<file path="config.mk">
export PLATFORM = sky130hd
export DESIGN_NAME = rvlab_uart_rx
export DESIGN_NICKNAME = d
export VERILOG_FILES = /design/src/rtl/rvlab_uart_rx.sv
export SDC_FILE = /design/constraint.sdc
export NUM_CORES = 1
export LEC_CHECK = 0
export ABC_CLOCK_PERIOD_IN_PS = 6700
export BUFFER_PORTS_ARGS = -buffer_cell sky130_fd_sc_hd__buf_2
export CAP_MARGIN = 25
export CORE_ASPECT_RATIO = 0.75
export CORE_MARGIN = 2
export CORE_UTILIZATION = 40
export CTS_CLUSTER_SIZE = 25
export DETAILED_ROUTE_END_ITERATION = 7
export GPL_TIMING_DRIVEN = 0
export SLEW_MARGIN = 20
export SYNTH_ARGS = -nofsm -noshare
export SYNTH_HDL_FRONTEND = slang
export SYNTH_SLANG_ARGS = --single-unit
</file>
<file path="constraint.sdc">
create_clock -name clk_i -period 6.7 [get_ports clk_i]
set_clock_uncertainty 0.15 [all_clocks]
set_input_delay 0.335 -clock clk_i [delete_from_list [all_inputs] [get_ports clk_i]]
set_output_delay 0.335 -clock clk_i [all_outputs]
set_load 0.005 [all_outputs]
</file>
<file path="src/rtl/rvlab_uart_rx.sv">
// 8N1 UART receiver: double-flop synchronizer, mid-bit sampling FSM and a small receive FIFO.
// States: IDLE | line idle, waiting for a low level
//         START | counting to mid start bit, rejects glitches
//         DATA | sampling 8 data bits LSB first
//         STOP | sampling stop bit, push or flag framing error
//         BREAK | line stuck low after framing error, wait for high
module rvlab_uart_rx #(
    parameter int CLKS_PER_BIT = 868,
    parameter int FIFO_DEPTH   = 4
) (
    input  logic       clk_i,
    input  logic       rst_ni,
    input  logic       rx_i,
    output logic [7:0] data_o,
    output logic       valid_o,
    input  logic       ready_i,
    output logic       frame_err_o,
    output logic       overflow_o,
    input  logic       err_clr_i
);

    localparam int CW = $clog2(CLKS_PER_BIT);
    localparam int AW = $clog2(FIFO_DEPTH);
    localparam logic [CW-1:0] CNT_HALF = CW'(CLKS_PER_BIT / 2 - 1);
    localparam logic [CW-1:0] CNT_FULL = CW'(CLKS_PER_BIT - 1);

    typedef enum logic [2:0] {
        S_IDLE,
        S_START,
        S_DATA,
        S_STOP,
        S_BREAK
    } state_t;

    state_t        r_state, w_state_nxt;
    logic [CW-1:0] r_cnt, w_cnt_nxt;
    logic [2:0]    r_idx, w_idx_nxt;
    logic [7:0]    r_shift, w_shift_nxt;
    logic          r_sync1, r_rx_s;
    logic          w_push, w_frame_err, w_cnt_zero;

    logic [7:0]    r_mem [FIFO_DEPTH];
    logic [AW:0]   r_wptr, r_rptr;
    logic          r_overflow;
    logic          w_empty, w_full, w_pop, w_wr, w_ovf;

    // Synchronizer resets to idle-high so a line held low at release reads as a start edge.
    always_ff @(posedge clk_i) begin
        if (!rst_ni) begin
            r_sync1 <= 1'b1;
            r_rx_s  <= 1'b1;
        end else begin
            r_sync1 <= rx_i;
            r_rx_s  <= r_sync1;
        end
    end

    always_ff @(posedge clk_i) begin
        if (!rst_ni) begin
            r_state <= S_IDLE;
            r_cnt   <= '0;
            r_idx   <= '0;
            r_shift <= '0;
        end else begin
            r_state <= w_state_nxt;
            r_cnt   <= w_cnt_nxt;
            r_idx   <= w_idx_nxt;
            r_shift <= w_shift_nxt;
        end
    end

    assign w_cnt_zero = (r_cnt == '0);

    always_comb begin
        w_state_nxt = r_state;
        w_cnt_nxt   = r_cnt;
        w_idx_nxt   = r_idx;
        w_shift_nxt = r_shift;
        w_push      = 1'b0;
        w_frame_err = 1'b0;
        case (r_state)
            S_IDLE: begin
                if (!r_rx_s) begin
                    w_state_nxt = S_START;
                    w_cnt_nxt   = CNT_HALF;
                end
            end
            S_START: begin
                if (w_cnt_zero) begin
                    if (r_rx_s) begin
                        w_state_nxt = S_IDLE;
                    end else begin
                        w_state_nxt = S_DATA;
                        w_cnt_nxt   = CNT_FULL;
                        w_idx_nxt   = 3'd0;
                    end
                end else begin
                    w_cnt_nxt = r_cnt - CW'(1);
                end
            end
            S_DATA: begin
                if (w_cnt_zero) begin
                    w_shift_nxt[r_idx] = r_rx_s;
                    w_cnt_nxt          = CNT_FULL;
                    w_idx_nxt          = r_idx + 3'd1;
                    if (r_idx == 3'd7) begin
                        w_state_nxt = S_STOP;
                    end
                end else begin
                    w_cnt_nxt = r_cnt - CW'(1);
                end
            end
            S_STOP: begin
                if (w_cnt_zero) begin
                    if (r_rx_s) begin
                        w_push      = 1'b1;
                        w_state_nxt = S_IDLE;
                    end else begin
                        w_frame_err = 1'b1;
                        w_state_nxt = S_BREAK;
                    end
                end else begin
                    w_cnt_nxt = r_cnt - CW'(1);
                end
            end
            S_BREAK: begin
                if (r_rx_s) begin
                    w_state_nxt = S_IDLE;
                end
            end
            default: w_state_nxt = S_IDLE;
        endcase
    end

    // Extra pointer MSB separates full from empty; a pop frees the slot a full push lands in.
    assign w_empty = (r_wptr == r_rptr);
    assign w_full  = (r_wptr[AW] != r_rptr[AW]) && (r_wptr[AW-1:0] == r_rptr[AW-1:0]);
    assign w_pop   = !w_empty && ready_i;
    assign w_wr    = w_push && (!w_full || w_pop);
    assign w_ovf   = w_push && w_full && !w_pop;

    always_ff @(posedge clk_i) begin
        if (rst_ni && w_wr) begin
            r_mem[r_wptr[AW-1:0]] <= r_shift;
        end
    end

    always_ff @(posedge clk_i) begin
        if (!rst_ni) begin
            r_wptr     <= '0;
            r_rptr     <= '0;
            r_overflow <= 1'b0;
        end else begin
            if (w_wr) begin
                r_wptr <= r_wptr + 1'b1;
            end
            if (w_pop) begin
                r_rptr <= r_rptr + 1'b1;
            end
            if (w_ovf) begin
                r_overflow <= 1'b1;
            end else if (err_clr_i) begin
                r_overflow <= 1'b0;
            end
        end
    end

    assign valid_o     = !w_empty;
    assign data_o      = w_empty ? 8'h00 : r_mem[r_rptr[AW-1:0]];
    assign frame_err_o = w_frame_err;
    assign overflow_o  = r_overflow;

endmodule

</file>
==> results.yml <==
die:
  die_y_um: 80.5
  initial_utilization: 0.418
  design.core.area_um2: 7470
  rows: 27
  dieArea_um2: 8540
  fp.dieW_um: 106
  io_pins: 16
pwr:
  power_leakage_nw: 1.29
  ir_drop_mv: 0.114
  power.switching_mw: 0.237
  p_clk_frac: 0.353
  comb_power_share: 0.124
  powerDensity_nw_per_um2: 241
  pwr-share-seq: 0.523
  p_sw_frac: 0.280
  p_int_mw: 0.608
  p_total_mw: 0.845
yosys:
  seq_area_frac_synth: 0.532
  synthAdderAreaFrac: 0.0360
  synth.top_cell.area_share: 0.308
  yosys.area_share.simple: 0.218
  synth_top_area_cell: "edfxtp_1"
  synth_nets: 283
  synth_edf_count: 32
  synth_top_family_by_area: "simple AND/OR/NAND/NOR gates"
  synthArstFlopShare: 0
  synth_compound_area_frac: 0.0961
  synthCells: 269
  synth-seq-cells: 67
  muxShareOfSynthArea: 0.0737
  ys.warnings.count: 0
  synth.distinct_cells: 55
  synth_area_leaders: "edfxtp_1, dfxtp_1, mux4_2, ha_1, and2_1"
  syn-cell-area_um2: 3120
  synth_xor_area_frac: 0.0224
  ys_dominant_reg_cell: "dfxtp_1"
  postSynthAreaPerCell_um2: 11.6
worst_setup_path:
  worstSetupEndpointType: "register"
  reg2reg_depth: 6
  cp_max_fo: 8
  required_ps: 6540
  critical_path.startpoint: "r_cnt[0]$_SDFFE_PN0P_"
  crit_type: "register to register"
  rr_endpoint: "r_mem[0][2]$_DFFE_PP_"
  crit_arrival_ps: 2560
  start_kind: "register"
  timing.rr.start: "r_cnt[0]$_SDFFE_PN0P_"
  r2r_setup_slack_ps: 3980
grt:
  grt_pass1_vias: 1897
  grt_max_degree: 14
  track_usage: 0.156
  gr-total-overflow: 0
  grtUsageMet1: 0.222
  met3_usage: 0.0584
  grt_pass1_wl_mm: 9.88
  antenna_found_initial: 0
  grt-busiest-layer: "met1"
  grt_use_met2: 0.222
clock_network:
  post-cts-setup-buffers: 0
  cts_hold_buffers: 0
  htreeDepth: 3
  cts.repair.resized: 0
  cts.reportedPaths.clkPinSlew_ps: 80
  clockRootBuffer: "clkbuf_8"
  worstSkewPairLatency_ps: 340
  cts.sinks: 67
  tritoncts: "done"
  clk_path_buf_depth: 2
  cts_made_buffers: 9
detailed_routing:
  via_per_inst: 5.21
  drt_iter0_drc: 113
  vias: 2091
  postRouteAntennaNets: 0
  routed_wl_mm: 6.12
  wl_per_cell_um: 15.3
  drc: 0
  drtPass1Iterations: 4
timing:
  setup_ws_ps: 3980
  worstMarginPinSlew_ps: 681
  slew_violations: 0
  hold_ws_ps: 21.2
  fmax_mhz: 368
  period_share: 0.406
  finalSetupTns_ps: 0
  fin_crit_ps: 2720
  rsz0062_at_grt: "no"
  report.final.setup_viol: 0
  slew-limit-headroom: 0.546
  hold_viol: 0
cells_and_area:
  seqCellArea_um2: 1660
  drive_gt1_frac: 0.197
  final_cell_area_um2: 3500
  fin_util: 0.469
  nets: 309
  n_antenna_cell: 0
  multiInputGateArea_um2: 1390
  final_cells: 401
  area_growth_pct: 12.1
  fillers: 673
outcome:
  status: "complete, no violations"
min_path:
  hold_depth: 2
  hold_path_end: "r_sync1$_SDFF_PN1_"
  worstHoldStart: "rx_i"
  holdCritPathClass: "input port to register"
placement:
  placed_cell_area_um2: 3330
  portBuffers: 15
  place_ws_ps: 4010
  place_inst: 385
  gp_congestion: 0.784
  dp_hpwl_mm: 4.27
job:
  drv_cap: 0
power groups by stage:
stage               logic, mW  clock network [mW]  registers [mW]
finish                  0.105               0.299           0.442
global placement        0.103                   0           0.451
CTS                     0.103               0.308           0.442
global route            0.116               0.327           0.443
detailed placement      0.102                   0           0.451
floorplan              0.0805                   0           0.449
per-layer routing:
layer,wire length (um),up-vias
li1,-,1043
met1,3250,1002
met2,2610,42
met3,230,4
met4,31,0
met5,0,-
worst max-delay path by stage:
stage	to	cells after the start
finish	r_mem[0][2]$_DFFE_PP_	6
global route	r_mem[3][2]$_DFFE_PP_	6
CTS	r_mem[0][3]$_DFFE_PP_	6
detailed placement	r_mem[0][5]$_DFFE_PP_	6
global placement	r_mem[3][3]$_DFFE_PP_	6
floorplan	r_mem[0][0]$_DFFE_PP_	6
sequential cells by signal, indices dropped and copies added (netlist names), named ones only:
name	flops
r_rx_s	1
r_rptr	3
r_wptr	3
r_state	3
r_idx	3
r_sync1	1
overflow_o	1
r_shift	8
r_mem	32
r_cnt	10
area by class of cell:
type                       instances  area share
sequential                        67       0.474
multi-input combinational        186       0.398
tap                              101      0.0361
clock buffer                       9      0.0354
timing repair buffer              15      0.0214
clock inverter                     7      0.0154
buffer                            12      0.0154
inverter                           4     0.00429
cells in the mapped netlist (2+ instances only):
cell type / instances
dfxtp_1: 35
edfxtp_1: 32
nor2_1: 19
nand2_1: 17
and2_1: 13
clkbuf_1: 10
ha_1: 9
nor2b_1: 9
o21ai_0: 9
a21oi_1: 8
mux4_2: 8
nor3_1: 8
a21boi_0: 7
and3_1: 7
nand2b_1: 6
xnor2_1: 6
mux2i_1: 5
nand4_1: 5
inv_1: 4
nor3b_1: 4
nand3_1: 3
nor3_2: 3
o21a_1: 3
or2_2: 3
a21boi_1: 2
a31oi_1: 2
nor4b_1: 2
o221a_1: 2
xor2_1: 2
cell usage in the layout, fill, tap and decap left out, types with 3 or more instances in the layout:
cell type	netlist	layout
nand4_1	5	5
o21ai_0	9	9
nor2_1	19	19
ha_1	9	9
edfxtp_1	32	32
nand3_1	3	3
clkinv_4	0	4
clkbuf_8	0	9
dfxtp_1	35	35
mux2i_1	5	5
nand2_1	17	17
inv_1	4	4
nor2b_1	9	9
nor3_1	8	8
and3_1	7	7
buf_2	1	16
mux4_2	8	8
xnor2_1	6	6
o21a_1	3	3
nor3_2	3	3
nor3b_1	4	4
clkbuf_1	10	10
a21oi_1	8	8
nand2b_1	6	6
or2_2	3	3
and2_1	13	13
a21boi_0	7	7
worst max-delay path, cell delays in order (launching register included):
cell	delay, ps
dfxtp_1	350
inv_1	130
ha_1	160
nor3b_2	390
nand3_2	270
nor3_2	430
and3_1	490
cells by family after synthesis:
group | after synthesis
xor+xnor | 8
simple gates | 113
fa+ha+maj | 9
mux | 13
compound gates | 43
buf+inv | 16
flops | 67
Power figures use the tool's default switching activity.
